$ cat src/rtl/bounce_pkg.sv
// Shared definitions for the switch-bounce emulator and its stimulus helpers.
//   - bounce_state_e : FSM encoding of the bounce generator
//   - LfsrTaps       : Galois feedback mask for x^16+x^14+x^13+x^11
//   - DefaultSeed    : nonzero LFSR reset value
//   - lfsr_next()    : one right-shift Galois LFSR step
package bounce_pkg;

  typedef enum logic [1:0] {
    StIdle   = 2'b00,
    StBnew   = 2'b01,
    StBold   = 2'b10,
    StSettle = 2'b11
  } bounce_state_e;

  localparam logic [15:0] LfsrTaps    = 16'hB400;
  localparam logic [15:0] DefaultSeed = 16'hACE1;

  function automatic logic [15:0] lfsr_next(input logic [15:0] cur);
    return {1'b0, cur[15:1]} ^ (cur[0] ? LfsrTaps : 16'h0000);
  endfunction

endpackage

$ cat src/rtl/lfsr16.sv
// 16-bit Galois LFSR, advancing every clock cycle.
// Ports:
//   clk   : system clock
//   reset : synchronous active-high reset, loads SEED
//   q     : current LFSR state
module lfsr16
  import bounce_pkg::*;
#(
  parameter logic [15:0] SEED = DefaultSeed
) (
  input  logic        clk,
  input  logic        reset,
  output logic [15:0] q
);

  logic [15:0] q_q;

  always_ff @(posedge clk) begin
    if (reset) begin
      q_q <= SEED;
    end else begin
      q_q <= lfsr_next(q_q);
    end
  end

  assign q = q_q;

endmodule

$ cat src/rtl/sw_bounce_gen.sv
// Bouncing mechanical switch emulator. On each change of clean_in it drives a
// pseudo-random burst of glitch pairs (new level, then old level) on sw_out and
// then holds the new level for a settle period before pulsing done_tick.
// Ports:
//   clk       : system clock
//   reset     : synchronous active-high reset
//   clean_in  : ideal switch level
//   enable    : 1 = emulate bounce, 0 = sw_out follows clean_in (1 cycle latency)
//   sw_out    : emulated noisy switch level (registered)
//   busy      : high during burst and settle phases (registered)
//   done_tick : one-cycle pulse when the settle phase completes (registered)
module sw_bounce_gen
  import bounce_pkg::*;
#(
  parameter int unsigned PRESC_W      = 10,
  parameter int unsigned DUR_W        = 3,
  parameter int unsigned PAIR_W       = 2,
  parameter int unsigned SETTLE_TICKS = 4,
  parameter logic [15:0] SEED         = DefaultSeed
) (
  input  logic clk,
  input  logic reset,
  input  logic clean_in,
  input  logic enable,
  output logic sw_out,
  output logic busy,
  output logic done_tick
);

  // One counter serves both glitch phases and the settle phase.
  localparam int unsigned SettleW  = $clog2(SETTLE_TICKS + 1);
  localparam int unsigned CntW     = (DUR_W + 1 > SettleW) ? DUR_W + 1 : SettleW;
  localparam int unsigned PairCntW = PAIR_W + 1;

  bounce_state_e        state_q, state_d;
  logic                 target_q, target_d;
  logic [PRESC_W-1:0]   presc_q;
  logic [CntW-1:0]      cnt_q, cnt_d;
  logic [PairCntW-1:0]  pairs_q, pairs_d;
  logic                 sw_out_q, sw_out_d;
  logic                 busy_q, busy_d;
  logic                 done_q, done_d;
  logic [15:0]          lfsr_val;
  logic                 tick;
  logic                 phase_end;
  logic [CntW-1:0]      dur_load;
  logic [PairCntW-1:0]  pair_load;

  lfsr16 #(
    .SEED (SEED)
  ) u_lfsr (
    .clk   (clk),
    .reset (reset),
    .q     (lfsr_val)
  );

  // Only a few LFSR bits feed the burst shape; fold the rest into a dummy.
  logic unused_lfsr;
  assign unused_lfsr = ^lfsr_val;

  assign tick      = (presc_q == '0);
  // The load cycle always reloads, so a tick there never shortens a phase.
  assign phase_end = tick && (cnt_q == CntW'(1));
  assign dur_load  = CntW'(lfsr_val[DUR_W-1:0]) + CntW'(1);
  assign pair_load = PairCntW'(lfsr_val[15 -: PAIR_W]) + PairCntW'(1);

  always_comb begin
    state_d  = state_q;
    target_d = target_q;
    cnt_d    = cnt_q;
    pairs_d  = pairs_q;
    done_d   = 1'b0;
    unique case (state_q)
      StIdle: begin
        if (!enable) begin
          target_d = clean_in;
        end else if (clean_in != target_q) begin
          target_d = clean_in;
          pairs_d  = pair_load;
          cnt_d    = dur_load;
          state_d  = StBnew;
        end
      end
      StBnew: begin
        if (!enable) begin
          state_d = StIdle;
        end else if (phase_end) begin
          cnt_d   = dur_load;
          state_d = StBold;
        end else if (tick) begin
          cnt_d = cnt_q - CntW'(1);
        end
      end
      StBold: begin
        if (!enable) begin
          state_d = StIdle;
        end else if (phase_end) begin
          if (pairs_q > PairCntW'(1)) begin
            pairs_d = pairs_q - PairCntW'(1);
            cnt_d   = dur_load;
            state_d = StBnew;
          end else begin
            cnt_d   = CntW'(SETTLE_TICKS);
            state_d = StSettle;
          end
        end else if (tick) begin
          cnt_d = cnt_q - CntW'(1);
        end
      end
      StSettle: begin
        if (!enable) begin
          state_d = StIdle;
        end else if (phase_end) begin
          done_d  = 1'b1;
          state_d = StIdle;
        end else if (tick) begin
          cnt_d = cnt_q - CntW'(1);
        end
      end
      default: state_d = StIdle;
    endcase
    // Outputs are decoded from the next state so they register alongside it.
    sw_out_d = (state_d == StBold) ? ~target_d : target_d;
    busy_d   = (state_d != StIdle);
  end

  always_ff @(posedge clk) begin
    if (reset) begin
      state_q  <= StIdle;
      target_q <= 1'b0;
      presc_q  <= '0;
      cnt_q    <= '0;
      pairs_q  <= '0;
      sw_out_q <= 1'b0;
      busy_q   <= 1'b0;
      done_q   <= 1'b0;
    end else begin
      state_q  <= state_d;
      target_q <= target_d;
      presc_q  <= presc_q + PRESC_W'(1);
      cnt_q    <= cnt_d;
      pairs_q  <= pairs_d;
      sw_out_q <= sw_out_d;
      busy_q   <= busy_d;
      done_q   <= done_d;
    end
  end

  assign sw_out    = sw_out_q;
  assign busy      = busy_q;
  assign done_tick = done_q;

endmodule

$ cat config.mk
export PLATFORM = sky130hd
export DESIGN_NAME = sw_bounce_gen
export DESIGN_NICKNAME = d
export VERILOG_FILES = /design/src/rtl/bounce_pkg.sv /design/src/rtl/lfsr16.sv /design/src/rtl/sw_bounce_gen.sv
export SDC_FILE = /design/constraint.sdc
export NUM_CORES = 1
export LEC_CHECK = 0
export CAP_MARGIN = 40
export CORE_AREA = 2 2 99 92
export DETAILED_ROUTE_END_ITERATION = 8
export DIE_AREA = 0 0 101 94
export PLACE_DENSITY = 0.39
export SLEW_MARGIN = 20
export SYNTH_ARGS = -nofsm -noshare
export SYNTH_HDL_FRONTEND = slang
export SYNTH_SLANG_ARGS = --single-unit
$ cat constraint.sdc
create_clock -name clk -period 3.85 [get_ports clk]
set_input_delay 0.77 -clock clk [delete_from_list [all_inputs] [get_ports clk]]
set_output_delay 0.77 -clock clk [all_outputs]
set_load 0.01 [all_outputs]
==> metrics.txt, run 1 <==
Fmax=420 MHz; Avg Vias per Cell=4.68; Yosys Warn Count=0; post-synthesis cell count=218; post-route ant nets=0; CP Capture Type=register; DR pass1 iterations=4; kind of start point of the critical path=register; CTS tree=built; CTS Buf Count=5; final setup vio count=0; drt total wl=4.14 mm; Post-CTS Setup Bufs=0; area grow syn2layout=13.5%; Post-Syn Area per Cell=8.67 um2; RePlAce Congestion=0.776; Worst Tran Pin Value=0.605 ns; sequential area share after synthesis=41.3%; I/O Buffers=6; Yosys top cell by area=dfxtp_1; Layout Nets=235; Critical Path RT=4.05 ns; CTS Hold Buffers Added=0; Power Density=398 nW/um2; post-route minimum period=2.38 ns; FF-to-FF path depth=6; Die Y=94 um; Root Buffer=clkbuf_8; Final Core Density=25.5%; clock latency on the worst-skew pair=0.29 ns; Synth Register Bits=39; Lkg Pwr=0.797 nW; top_reg_cell synth=dfxtp_1; Slew headroom=59.6%; Post-Syn Area=1890 um2; Worst Skew=0.00493 ns; RSZ-0062 raised after global routing=false; core area=8410 um2; Final Slew Violations=0; Total GRT Usage=9.53%; Peak VDD IR=0.000162 V; Design Power=854 uW; top-count cell post-synth=dfxtp_1; Die X-Extent=101 um; Post-Layout Cell Count=326; critical path type=register to register; dpl cell area=2050 um2; GR Overflow Total=0; Area contributors post-synth=dfxtp_1 (41%), ha_1 (5.3%), nor2_1 (4.8%); htree depth=2; vias in the first global route=1507; DRC violations left=0; site row count=32; initial antenna violation count=0; multi-input logic area=1030 um2; crit path from=cnt_q[0]; Clock Sinks=39; detailed placement HPWL=2.94 mm; post-cts sizing count=0; die area=9490 um2; Final period util=61.8%; DR iter-0 viols=42; worst hold path class=register to register; Finished Cell Area=2150 um2; share of cells above drive strength 1=10.7%; first-pass GRT wire length=7.16 mm; # IOs=7; # diodes=0; max_cap viols=0; Max FO, Critical Path=7; leading cell types by count after synthesis=dfxtp_1 (39), nor2_1 (24), nand2_1 (14); Clock transition at path regs=0.08 ns; Worst R2R Start=cnt_q[0]; Worst Hold Launch=u_lfsr.q[12]; via count=1526; maximum number of pins on one net before global-route repair=35; EDFF count, synth=0; Yosys cell types=46; syn_nets=230; wire length per cell=12.7 um; FFs w/ async S/R, synth=0%; initial core utilization=22.5%; CTS Buffer Depth=2; Seq. cell area=781 um2; data arrival time of the worst path=2.58 ns; setup TNS=0 ns; Final Hold Fails=0; Worst Hold Depth=1; Fillers=924; post-placement cell count=318; top cell type's share of synthesized area=41.3%; status=completed
## metal layers
metal / up-vias / track usage [%] / wire [um]
li1: 777 / - / -
met1: 726 / 13.3 / 2190
met2: 18 / 14.1 / 1770
met5: - / 0 / 0
met3: 5 / 2.31 / 134
met4: 0 / 3.72 / 53
## worst paths after layout
| check | slack (ns) | endpoint |
|---|---|---|
| setup / recovery | 1.47 | pairs_q[2] |
| hold / removal | 0.41 | u_lfsr.q[11] |
| setup reg to reg | 1.47 | pairs_q[2] |
| hold reg to reg | 0.41 | u_lfsr.q[11] |
## registers in the layout, summed over array words and instances (netlist names)
name / count
busy: 1
cnt_q: 4
done_tick: 1
pairs_q: 3
presc_q: 10
state_q: 2
sw_out: 1
target_q: 1
u_lfsr.q: 16
## layout make-up
class	count	area share (%)
multi-input combinational	158	48.0
sequential	39	36.4
tap	102	5.95
clock buffer	5	3.21
timing repair buffer	7	3.15
inverter	12	2.10
clock inverter	3	1.17
## cell families (layout without fill, tap and decap cells)
logic type,after synthesis,in the layout,synth area share [%]
simple gates,86,86,24.6
compound gates,50,50,18.0
flops,39,39,41.3
buf+inv,21,27,4.17
xor+xnor,12,12,5.56
fa+ha+maj,8,8,5.29
mux,2,2,1.06
## where the power goes
group          internal [mW]  switching, mW  leakage (nW)
Clock                  0.130          0.155        0.0443
Combinational         0.0558         0.0675         0.432
Sequential             0.426         0.0203         0.321
Total                  0.611          0.243         0.797
## critical path: stages, from the launching register on
cell and delay, ns:
dfxtp_1 0.42, ha_1 0.20, or3b_1 0.46, nor4_4 0.52, a31oi_1 0.24, nand2b_4 0.22
o31ai_1 0.23
## placed cells by master (no fill, tap or decap), types with 2 or more instances in the layout
cell type,n
a21o_1,2
a21oi_1,10
a221oi_1,2
a31oi_1,3
and3_1,3
clkbuf_8,5
clkdlybuf4s50_1,6
clkinv_4,2
dfxtp_1,39
ha_1,8
inv_1,12
mux2i_1,2
nand2_1,14
nand2b_1,3
nand3_1,6
nand4_1,2
nor2_1,24
nor2b_1,8
nor3_1,5
nor3b_1,3
nor4_1,2
o211ai_1,2
o21ai_0,11
o311ai_0,2
o31ai_1,3
o32ai_1,2
or2_2,9
or3_1,2
xnor2_1,8
xor2_1,4
## stage by stage
| step | hold slack [ns] | worst slack (ns) |
|---|---|---|
| 6_report | 0.414 | 1.47 |
| 5_1_grt | 0.433 | 1.27 |
| 4_1_cts | 0.418 | 1.47 |
| 3_5_place_dp | 0.397 | 1.32 |
| 3_3_place_gp | 0.391 | 1.37 |
| 2_1_floorplan | 0.389 | 1.81 |
Note: power is estimated with default switching activity, not from simulation.
==> run 2, diff against run 1 <==
==> constraint.sdc (replaced) <==
create_clock -name clk -period 2.4 [get_ports clk]
set_input_delay 0.48 -clock clk [delete_from_list [all_inputs] [get_ports clk]]
set_output_delay 0.48 -clock clk [all_outputs]
set_load 0.01 [all_outputs]
==> metrics.txt, run 2 (same netlist as run 1, synthesis figures left out) <==
RSZ-0062 raised after global routing=false; kind of start point of the critical path=register; post-route ant nets=0; initial core utilization=22.5%; htree depth=2; Slew headroom=63.0%; Worst Tran Pin Value=0.553 ns; Lkg Pwr=0.841 nW; Clock Sinks=39; final worst-path setup slack=0.165 ns; post-route minimum period=2.24 ns; area grow syn2layout=17.2%; Die X-Extent=101 um; max reg flops=16; Final period util=93.1%; Post-CTS Setup Bufs=0; RePlAce Congestion=0.785; Place WS=0.174 ns; DRC violations left=0; initial antenna violation count=0; CTS Hold Buffers Added=0; Clock transition at path regs=0.08 ns; Fillers=908; final setup vio count=0; site row count=32; Layout Nets=241; die area=9490 um2; detailed placement HPWL=3.10 mm; I/O Buffers=6; worst hold path class=register to register; CP Capture Type=register; max_cap viols=0; Power Density=667 nW/um2; vias in the first global route=1518; clock latency on the worst-skew pair=0.29 ns; drt total wl=4.25 mm; Final Hold Fails=0; GR Overflow Total=0; setup TNS=0 ns; CTS Buffer Depth=2; worst hold margin=0.415 ns; Fmax=447 MHz; post-placement cell count=324; Die Y=94 um; Post-Layout Cell Count=332; core area=8410 um2; commonest cells after routing, fill and taps aside=dfxtp_1 (39), nor2_1 (24), nand2_1 (14); Total GRT Usage=10.2%; # diodes=0; CTS Buf Count=5; maximum number of pins on one net before global-route repair=35; Max FO, Critical Path=5; Avg Vias per Cell=4.64; data arrival time of the worst path=2.48 ns; CTS tree=built; Critical Path RT=2.64 ns; first-pass GRT wire length=7.58 mm; Final Slew Violations=0; DR pass1 iterations=4; DR iter-0 viols=47; share of cells above drive strength 1=13.5%; critical path type=register to register; status=completed; Design Power=1.48 mW; most common cell after layout, fill and taps aside=dfxtp_1; wire length per cell=12.8 um; Peak VDD IR=0.000311 V; # IOs=7; Worst Skew=0.00644 ns; Root Buffer=clkbuf_8; via count=1541; post-cts sizing count=0
[run 2: cell count changes in the layout (fill, tap and decap cells not counted), sizes merged]
cell	before	now
buf	1	7
bufinv	0	1
clkinvlp	1	0
[run 2: through the flow]
stage | util [%] | area [um2]
finish | 26.4 | 2220
global placement | 24.9 | 2100
floorplan | - | 1890
detailed placement | 24.9 | 2100
CTS | 26.3 | 2210
global route | 26.4 | 2220
[run 2: worst paths after layout]
path,start,endpoint,slack (ns),depth (start not counted)
worst max-delay path,cnt_q[1],cnt_q[0],0.16,8
worst min register to register,u_lfsr.q[12],u_lfsr.q[11],0.41,1
worst max register to register,cnt_q[1],cnt_q[0],0.16,8
worst min-delay path,u_lfsr.q[12],u_lfsr.q[11],0.41,1
[run 2: layer usage]
metal	track usage [%]	share of wire, %
met5	0	0
met4	4.39	1.4
met3	2.38	2.2
met2	14.1	42
met1	14.9	55
[run 2: power breakdown]
group	internal, mW	leakage (nW)	total [mW]	switching (mW)
Sequential	0.683	0.321	0.712	0.0289
Clock	0.310	0.0581	0.555	0.245
Combinational	0.0953	0.462	0.210	0.115
[run 2: layout make-up]
| class | instances | area (um2) | share of cell area (%) |
|---|---|---|---|
| Multi-Input combinational cell | 158 | 1040 | 46.8 |
| Tap cell | 102 | 128 | 5.76 |
| Clock buffer | 5 | 68.8 | 3.11 |
| Sequential cell | 39 | 781 | 35.2 |
| Clock inverter | 3 | 43.8 | 1.98 |
| Inverter | 12 | 45.0 | 2.03 |
| Timing Repair Buffer | 13 | 113 | 5.08 |
[run 2: worst max-delay path: stages, from the launching register on]
cell and delay [ns]:
dfxtp_1 0.36, inv_1 0.09, ha_1 0.17, or3b_1 0.46, nor4_4 0.41, buf_4 0.20
a31oi_1 0.16, o32ai_1 0.17, a32o_1 0.16
==> run 3, diff against run 2 <==
--- a/config.mk
+++ b/config.mk
@@ -10,7 +10,7 @@
 export DETAILED_ROUTE_END_ITERATION = 8
 export DIE_AREA = 0 0 101 94
 export PLACE_DENSITY = 0.39
-export SLEW_MARGIN = 20
+export SLEW_MARGIN = 0
 export SYNTH_ARGS = -nofsm -noshare
 export SYNTH_HDL_FRONTEND = slang
 export SYNTH_SLANG_ARGS = --single-unit
==> results of run 3 <==
Final layout, timing and power as in run 2 (identical DEF).
